### src/rtl/obs_l4_mul_sequencer_pkg.sv
// obs_pkg: shared widths, FSM state type and operand-split helpers for the
// L4 OBS multiply sequencer.
//   N       operand width (66)
//   H       half width, one sub-multiplier operand (33)
//   PW      sub-product width 2H-1 (65)
//   CW      full product width 2N-1 (131)
package obs_pkg;

  localparam int N           = 66;
  localparam int H           = N / 2;
  localparam int PW          = 2 * H - 1;
  localparam int CW          = 2 * N - 1;
  localparam int TIMEOUT_DEF = 255;

  typedef enum logic [1:0] {
    IDLE = 2'd0,
    REQ  = 2'd1,
    GAP  = 2'd2,
    OUT  = 2'd3
  } state_t;

  typedef logic [1:0] idx_t;

  // Even coefficients: result bit k = v[2k]
  function automatic logic [H-1:0] even_half(input logic [N-1:0] v);
    logic [H-1:0] r;
    for (int k = 0; k < H; k++) r[k] = v[2*k];
    return r;
  endfunction

  // Odd coefficients: result bit k = v[2k+1]
  function automatic logic [H-1:0] odd_half(input logic [N-1:0] v);
    logic [H-1:0] r;
    for (int k = 0; k < H; k++) r[k] = v[2*k+1];
    return r;
  endfunction

endpackage

### src/rtl/obs_l4_mul_sequencer_if.sv
// obs_l4_mul_sequencer_if: bundles the operand input, result output and
// sub-multiplier request/ack channels plus the sticky error flags.
//   master : environment side (operand source, result sink, sub-multiplier)
//   slave  : sequencer side
interface obs_l4_mul_sequencer_if;
  import obs_pkg::*;

  logic          in_valid;
  logic          in_ready;
  logic [N-1:0]  a_in;
  logic [N-1:0]  b_in;
  logic          out_valid;
  logic          out_ready;
  logic [CW-1:0] c_out;
  logic          sm_req;
  logic [H-1:0]  sm_a;
  logic [H-1:0]  sm_b;
  logic          sm_ack;
  logic [PW-1:0] sm_prod;
  logic          err_timeout;
  logic          err_spurious;

  modport master (
    output in_valid, a_in, b_in, out_ready, sm_ack, sm_prod,
    input  in_ready, out_valid, c_out, sm_req, sm_a, sm_b,
           err_timeout, err_spurious
  );

  modport slave (
    input  in_valid, a_in, b_in, out_ready, sm_ack, sm_prod,
    output in_ready, out_valid, c_out, sm_req, sm_a, sm_b,
           err_timeout, err_spurious
  );

endinterface

### src/rtl/obs_l4_mul_sequencer_overlap.sv
// overlap_module_66bit: merges the four 65-bit even/odd sub-products into the
// 131-bit GF(2) product. Purely combinational.
//   p1 = Ae*Be, p2 = Ae*Bo, p3 = Ao*Be, p4 = Ao*Bo   (inputs, PW bits)
//   c  = p1(x^2) + x*(p2+p3)(x^2) + x^2*p4(x^2)      (output, CW bits)
module overlap_module_66bit
  import obs_pkg::*;
(
  input  logic [PW-1:0] p1,
  input  logic [PW-1:0] p2,
  input  logic [PW-1:0] p3,
  input  logic [PW-1:0] p4,
  output logic [CW-1:0] c
);

  for (genvar gi = 0; gi < PW; gi++) begin : g_bits
    // Odd bits come only from the cross terms
    assign c[2*gi+1] = p2[gi] ^ p3[gi];
    // Even bits: p4 is shifted up by one even position
    if (gi == 0) begin : g_lsb
      assign c[0] = p1[0];
    end else begin : g_even
      assign c[2*gi] = p1[gi] ^ p4[gi-1];
    end
  end

  assign c[CW-1] = p4[PW-1];

endmodule

### src/rtl/obs_l4_mul_sequencer.sv
// obs_l4_mul_sequencer: runs one shared 33x33 carry-less sub-multiplier four
// times (Ae*Be, Ae*Bo, Ao*Be, Ao*Bo) and merges the sub-products into a
// 131-bit GF(2) product.
//   clk  in  rising-edge clock
//   rst  in  asynchronous active-high reset
//   bus  slave modport: in_valid/in_ready/a_in/b_in operand channel,
//        out_valid/out_ready/c_out result channel, sm_req/sm_a/sm_b/sm_ack/
//        sm_prod sub-multiplier handshake, err_timeout/err_spurious flags.
module obs_l4_mul_sequencer
  import obs_pkg::*;
#(
  parameter int TIMEOUT = TIMEOUT_DEF
) (
  input  logic                    clk,
  input  logic                    rst,
  obs_l4_mul_sequencer_if.slave   bus
);

  localparam int CNTW = $clog2(TIMEOUT + 1);

  state_t                 state_reg, state_next;
  idx_t                   idx_reg;
  logic [N-1:0]           a_reg, b_reg;
  logic [3:0][PW-1:0]     p_reg;
  logic [CNTW-1:0]        cnt_reg;
  logic                   out_valid_reg;
  logic [CW-1:0]          c_out_reg;
  logic                   err_timeout_reg, err_spurious_reg;
  logic [CW-1:0]          combined;

  logic accept, ack_ok, timed_out, out_fire;

  assign accept    = (state_reg == IDLE) && bus.in_valid;
  assign ack_ok    = (state_reg == REQ) && bus.sm_ack;
  assign timed_out = (state_reg == REQ) && !bus.sm_ack &&
                     (cnt_reg == CNTW'(TIMEOUT - 1));
  assign out_fire  = out_valid_reg && bus.out_ready;

  always_comb begin
    state_next = state_reg;
    unique case (state_reg)
      IDLE: if (accept) state_next = REQ;
      REQ: begin
        if (bus.sm_ack)  state_next = (idx_reg == 2'd3) ? OUT : GAP;
        else if (timed_out) state_next = IDLE;
      end
      GAP:  state_next = REQ;
      OUT:  if (out_fire) state_next = IDLE;
      default: state_next = IDLE;
    endcase
  end

  // Operand routing by idx; forced to zero outside REQ so the sub-multiplier
  // only ever sees a held, meaningful pair while sm_req is high.
  always_comb begin
    bus.sm_a = '0;
    bus.sm_b = '0;
    if (state_reg == REQ) begin
      bus.sm_a = idx_reg[1] ? odd_half(a_reg) : even_half(a_reg);
      bus.sm_b = idx_reg[0] ? odd_half(b_reg) : even_half(b_reg);
    end
  end

  assign bus.sm_req       = (state_reg == REQ);
  assign bus.in_ready     = (state_reg == IDLE);
  assign bus.out_valid    = out_valid_reg;
  assign bus.c_out        = c_out_reg;
  assign bus.err_timeout  = err_timeout_reg;
  assign bus.err_spurious = err_spurious_reg;

  overlap_module_66bit u_overlap (
    .p1 (p_reg[0]),
    .p2 (p_reg[1]),
    .p3 (p_reg[2]),
    .p4 (p_reg[3]),
    .c  (combined)
  );

  always_ff @(posedge clk or posedge rst) begin
    if (rst) begin
      state_reg        <= IDLE;
      idx_reg          <= '0;
      a_reg            <= '0;
      b_reg            <= '0;
      p_reg            <= '0;
      cnt_reg          <= '0;
      out_valid_reg    <= 1'b0;
      c_out_reg        <= '0;
      err_timeout_reg  <= 1'b0;
      err_spurious_reg <= 1'b0;
    end else begin
      state_reg <= state_next;

      if (accept) begin
        a_reg   <= bus.a_in;
        b_reg   <= bus.b_in;
        idx_reg <= '0;
      end

      if (ack_ok) begin
        p_reg[idx_reg] <= bus.sm_prod;
        if (idx_reg != 2'd3) idx_reg <= idx_reg + 2'd1;
      end

      // Counts consecutive REQ cycles with no ack; any other cycle restarts it
      if ((state_reg == REQ) && !bus.sm_ack && !timed_out) cnt_reg <= cnt_reg + 1'b1;
      else cnt_reg <= '0;

      // The last product lands on the REQ->OUT edge, so the merge is captured
      // on the first OUT cycle and out_valid rises together with c_out.
      if ((state_reg == OUT) && !out_valid_reg) c_out_reg <= combined;
      out_valid_reg <= (state_reg == OUT) && !out_fire;

      if (timed_out) err_timeout_reg <= 1'b1;
      if (bus.sm_ack && (state_reg != REQ)) err_spurious_reg <= 1'b1;
    end
  end

endmodule

### src/flat_wrapper.sv
// flat-port wrapper written by rule: the top's interface ports become plain ports
module obs_l4_mul_sequencer_flat import obs_pkg::*;
#(
  parameter int TIMEOUT = TIMEOUT_DEF
)
  (clk, rst, bus_in_valid, bus_a_in, bus_b_in, bus_out_ready, bus_sm_ack, bus_sm_prod, bus_in_ready, bus_out_valid, bus_c_out, bus_sm_req, bus_sm_a, bus_sm_b, bus_err_timeout, bus_err_spurious);
  obs_l4_mul_sequencer_if bus_i ();
  input  logic clk;
  input  logic rst;
  input wire logic [$bits(bus_i.in_valid)-1:0] bus_in_valid;
  input wire logic [$bits(bus_i.a_in)-1:0] bus_a_in;
  input wire logic [$bits(bus_i.b_in)-1:0] bus_b_in;
  input wire logic [$bits(bus_i.out_ready)-1:0] bus_out_ready;
  input wire logic [$bits(bus_i.sm_ack)-1:0] bus_sm_ack;
  input wire logic [$bits(bus_i.sm_prod)-1:0] bus_sm_prod;
  output wire logic [$bits(bus_i.in_ready)-1:0] bus_in_ready;
  output wire logic [$bits(bus_i.out_valid)-1:0] bus_out_valid;
  output wire logic [$bits(bus_i.c_out)-1:0] bus_c_out;
  output wire logic [$bits(bus_i.sm_req)-1:0] bus_sm_req;
  output wire logic [$bits(bus_i.sm_a)-1:0] bus_sm_a;
  output wire logic [$bits(bus_i.sm_b)-1:0] bus_sm_b;
  output wire logic [$bits(bus_i.err_timeout)-1:0] bus_err_timeout;
  output wire logic [$bits(bus_i.err_spurious)-1:0] bus_err_spurious;
  assign bus_i.in_valid = bus_in_valid;
  assign bus_i.a_in = bus_a_in;
  assign bus_i.b_in = bus_b_in;
  assign bus_i.out_ready = bus_out_ready;
  assign bus_i.sm_ack = bus_sm_ack;
  assign bus_i.sm_prod = bus_sm_prod;
  assign bus_in_ready = bus_i.in_ready;
  assign bus_out_valid = bus_i.out_valid;
  assign bus_c_out = bus_i.c_out;
  assign bus_sm_req = bus_i.sm_req;
  assign bus_sm_a = bus_i.sm_a;
  assign bus_sm_b = bus_i.sm_b;
  assign bus_err_timeout = bus_i.err_timeout;
  assign bus_err_spurious = bus_i.err_spurious;
  obs_l4_mul_sequencer #(.TIMEOUT(TIMEOUT)) u_core (.clk(clk), .rst(rst), .bus(bus_i));
endmodule
### config.mk
export PLATFORM = sky130hd
export DESIGN_NAME = obs_l4_mul_sequencer_flat
export DESIGN_NICKNAME = d
export VERILOG_FILES = /design/src/rtl/obs_l4_mul_sequencer_pkg.sv /design/src/rtl/obs_l4_mul_sequencer_if.sv /design/src/rtl/obs_l4_mul_sequencer_overlap.sv /design/src/rtl/obs_l4_mul_sequencer.sv /design/src/flat_wrapper.sv
export SDC_FILE = /design/constraint.sdc
export NUM_CORES = 1
export LEC_CHECK = 0
export ABC_AREA = 1
export BUFFER_PORTS_ARGS = -buffer_cell sky130_fd_sc_hd__buf_2
export CORE_MARGIN = 2
export CORE_UTILIZATION = 60
export DETAILED_ROUTE_END_ITERATION = 8
export PLACE_DENSITY = 0.85
export SLEW_MARGIN = 0
export SYNTH_ARGS = -nofsm -noshare
export SYNTH_HDL_FRONTEND = slang
export SYNTH_SLANG_ARGS = --single-unit
### constraint.sdc
create_clock -name clk -period 49 [get_ports clk]
set_input_delay 14.7 -clock clk [delete_from_list [all_inputs] [get_ports clk]]
set_output_delay 14.7 -clock clk [all_outputs]
set_load 0.03 [all_outputs]
==> After elaboration in Yosys (flattened, before gate mapping) <==
Index checks and enable logic that the tools add are counted.
{ "op_classes": {"magnitude_cmp": 2, "addsub": 2, "n_eq_ne": 10, "n_bitwise": 129, "n_mux": 17, "n_reduce_logical": 16} }
{ "op_table": {"columns": ["cell", "n"], "rows": [
  ["$bwmux W260", 1],
  ["$mux W33", 4],
  ["$demux W65 S2", 1],
  ["$xor A1 B1 Y1", 129],
  ["$mux W65", 1],
  ["$mux W2", 7],
  ["$logic_and A1 B1 Y1", 10],
  ["$add A8 B1 Y8 const B", 1],
  ["$eq A8 B8 Y1 const B", 1],
  ["$mux W8", 1],
  ["$pmux W2 S4", 1],
  ["$eq A2 B2 Y1 const B", 3],
  ["$ne A2 B1 Y1 const B", 3],
  ["$logic_not A1 Y1", 4],
  ["$lt A2 B3 Y1 const B", 1],
  ["$ne A3 B2 Y1 const B", 1],
  ["$reduce_and A3 Y1", 1],
  ["$add A2 B1 Y2 const B", 1],
  ["$eq A2 B1 Y1 const B", 1],
  ["$ge A2 B1 Y1 const B", 1],
  ["$logic_not A2 Y1", 1],
  ["$ne A2 B2 Y1 const B", 1],
  ["$mux W1", 1]
]} }
{ "totals": {"output_inout_bits": 202, "inputBits": 202, "word_cells": 189, "ff_bits": 538} }

==> Depth between registers and ports, before layout <==
{ "logic_depth": {"depth_word": 6, "depth_mapped": 9, "depth_no_buf": 9} }

==> Hierarchy <==
From an unflattened synthesis, not the netlist that was laid out.
{ "unflattened": {"hier_cells": 2987, "area_unflattened_um2": 23628.9} }
{ "modules_own_cells": {"columns": ["mod", "seq_area_each_um2", "instances", "area_each_um2", "cells_per_inst"], "rows": [
  ["obs_l4_mul_sequencer", 13462.9, 1, 21192.8, 2340],
  ["overlap_module_66bit", 0.0, 1, 2436.1, 647]
]} }

==> Least setup slack after synthesis <==
OpenSTA, ideal clock, no wires.
{ "synth_path": {"path_type": "register -> output", "startpoint": "register u_core.idx_reg[1]", "endpoint": "output bus_sm_a[23]", "arrival_ns": 1.523, "setup_slack_ns": 32.777, "path_stages_with_launch": 6, "required_ns": 34.300, "path_buffers": 2, "cell_sequence": "dfrtp_1 clkbuf_1 clkinv_1 clkbuf_1 nand2_1 a21oi_1"} }
{ "synth_between": {"elab_chain_len": 2} }
{ "synth_rtl": {"columns": ["item", "line_no", "text"], "rows": [
  ["start: declaration", "obs_l4_mul_sequencer.sv:22", "idx_t idx_reg;"],
  ["start signal: assignment", "obs_l4_mul_sequencer.sv:102", "if (idx_reg != 2'd3) idx_reg <= idx_reg + 2'd1;"],
  ["$mux W33", "obs_l4_mul_sequencer.sv:59", "bus.sm_a = idx_reg[1] ? odd_half(a_reg) : even_half(a_reg);"],
  ["$mux W33", "obs_l4_mul_sequencer.sv:58", "if (state_reg == REQ) begin"],
  ["end: declaration", "flat_wrapper.sv:20", "output wire logic [$bits(bus_i.sm_a)-1:0] bus_sm_a;"]
]} }
Every way passes these cells.

==> Worst setup path in the final report <==
{ "layout_path": {"startpoint": "register u_core.idx_reg[1]", "endpoint": "output bus_sm_a[32]"} }
Same word-level chain as after synthesis.

==> results.txt <==
# rows: 70
CP Class: reg2out
Fmax: 0.0568 GHz
Post-synth EDFFs: 0
Placer Congestion: 0.857
Clock Sinks: 538
Synth Flop Type: dfrtp_1
Status: finished, final reports clean
Post-CTS Setup Repair Bufs: 0
Final routed DRC violation total: 0
First-pass GRT wire length: 88.4 mm
Share of cells above drive strength 1: 0.192
Post-synth ARST share: 1.00
Clock Pin Slew Worst Setup and Hold Paths: 0.06 ns
Post-Synthesis Cells: 2342
P per Cell Area: 71.8 nW/um2
Area growth, synth to finish: 17.3%
Post-CTS sizing: 0
Die area: 38200 um2
Share of the yosys chip area belonging to registers: 0.612
Netlist cell types: 26
Worst-path fanout max: 37
Final worst path period need: 17.61 ns
Critical Path End Type: output port
Max-slew headroom: 0.250
Syn nets: 2550
I/O pin total: 404
Vias in the first global route: 17834
IO Port Bufs: 403
DRT Pass-1 Iters: 6
RSZ-0062 raised after global routing: false
Die width: 195 um
# setup viols final: 0
GRT overflow: 0
Fin Clk Skew: 0.0148 ns
Final number of max-transition violations: 0
Worst Hold Class: reg2reg
CP required: 34.30 ns
Clk Latency, worst-skew pair: 0.59 ns
Initial Util: 0.605
Clock Root Buffer: clkbuf_16
1st-iter DRT viols: 1270
Worst-margin pin slew: 1.12 ns
Max VDD drop: 88.3 uV
Via density: 5.55
Core ar.: 36300 um2
TritonCTS Buffers: 54
Antenna violations before repair: 5
Post-layout net count: 2875
Average wire per standard cell: 17.0 um
MaxCap Viol Count: 0
Mean Syn Cell Area: 9.39 um2
H-tree levels: 2
Hold_ws: 0.469 ns
Total GRT Usage: 0.287
Cells after DPL: 3079
Static Leak: 13.2 nW
Yosys warns: 0
Mapped cell area: 22000 um2
Via count: 17686
Crit path DAT: 2.91 ns
Largest register FFs: 260
CTS tree: done
Pin count of the biggest net entering global routing: 187
Seq cells post-synth: 538
Total Negative Setup Slacks: 0 ns
ANT nets after route: 0
Post-CTS Hold Buffers: 0
Final hold viol count: 0
WL final: 54.3 mm
Period utilisation layout: 0.359
DP Wirelength: 33.8 mm
Maximum clock insertion buffer count: 3
Crit start category: register
Die Ht: 195 um
Layout Cells excl Fill: 3187
worst max-delay path, cell delays in order, from the launching register on:
cell,delay (ns)
dfrtp_1,0.33
buf_4,0.37
clkinv_1,0.96
nand2_1,0.32
a21oi_1,0.11
buf_2,0.23
synthesized netlist by cell type, drive strengths merged, types with 6 or more instances:
cell type / instances / area [um2]
ha: 6 / 75.1
clkbuf: 67 / 251
dfrtp: 538 / 13500
nand2: 818 / 3090
nor2: 16 / 91.3
o21ai: 391 / 1960
a21oi: 67 / 335
xnor2: 129 / 1130
nand3: 142 / 711
inv: 78 / 293
buf: 82 / 534
area by class of cell:
| type | instances | area [um2] |
|---|---|---|
| Clock buffer | 78 | 1580 |
| Clock inverter | 22 | 228 |
| Sequential cell | 538 | 13500 |
| Timing Repair Buffer | 418 | 2140 |
| Antenna cell | 8 | 20.0 |
| Tap cell | 468 | 586 |
| Fill cell | 2612 | 10600 |
| Multi-Input combinational cell | 1575 | 7450 |
| Inverter | 80 | 313 |
routing by layer:
layer / vias to the layer above / GRT usage / wire length, um
li1: 8177 / - / -
met1: 8630 / 0.354 / 21200
met2: 737 / 0.482 / 26600
met3: 142 / 0.0608 / 4090
met4: 0 / 0.142 / 2400
met5: - / 0 / 0
kinds of logic after synthesis:
logic type / synth area share
AND/OR/NAND/NOR: 0.177
AO/OA/AOI/OAI: 0.105
adder cells (fa/ha/maj): 0.00342
XOR/XNOR: 0.0522
buffers and inverters: 0.0494
flip-flops: 0.612
power by group:
part | total [mW] | leakage (nW) | internal, mW | switching [mW]
clock | 0.417 | 0.890 | 0.245 | 0.172
sequential | 0.777 | 6.87 | 0.643 | 0.134
combinational | 0.657 | 5.46 | 0.226 | 0.431
final timing paths:
kind | cells past startpoint | endpoint | slack, ns | start
min | 2 | u_core.b_reg[56] | 0.47 | u_core.b_reg[56]
max | 5 | bus_sm_a[32] | 31.39 | u_core.idx_reg[1]
max reg2reg | 7 | u_core.p_reg[119] | 45.07 | u_core.idx_reg[1]
max in group asynchronous | 4 | u_core.a_reg[3] | 32.43 | rst
min in group asynchronous | 2 | u_core.p_reg[52] | 14.32 | rst
min reg2reg | 2 | u_core.b_reg[56] | 0.47 | u_core.b_reg[56]
cell usage in the layout, fill, tap and decap left out, types with 2 or more instances in the layout:
cell | synthesis | layout
clkinv_1 | 2 | 2
buf_2 | 46 | 402
inv_1 | 76 | 75
buf_4 | 21 | 15
clkinvlp_4 | 0 | 4
nor2_4 | 2 | 2
diode_2 | 0 | 8
a21oi_1 | 67 | 67
nand2_1 | 813 | 812
nand2_4 | 1 | 5
o21ai_1 | 135 | 135
ha_1 | 6 | 6
inv_6 | 0 | 2
dfrtp_1 | 538 | 538
clkinv_2 | 0 | 12
nor2_1 | 13 | 13
nand3_1 | 142 | 142
clkbuf_1 | 67 | 11
o21ai_0 | 256 | 256
xor2_1 | 2 | 2
xnor2_1 | 129 | 129
clkbuf_8 | 0 | 12
bufinv_16 | 0 | 4
clkbuf_16 | 0 | 55
metrics by stage:
stage	cell area (um2)	utilization	worst slack (ns)	total power, mW
floorplan	22000	-	19.26	1.25
global placement	24000	0.659	31.73	1.39
detailed placement	24000	0.659	31.68	1.42
CTS	25800	0.709	31.39	1.86
global route	25800	0.709	31.21	1.97
finish	25800	0.710	31.39	1.85
Note: power is estimated with default switching activity, not from simulation.
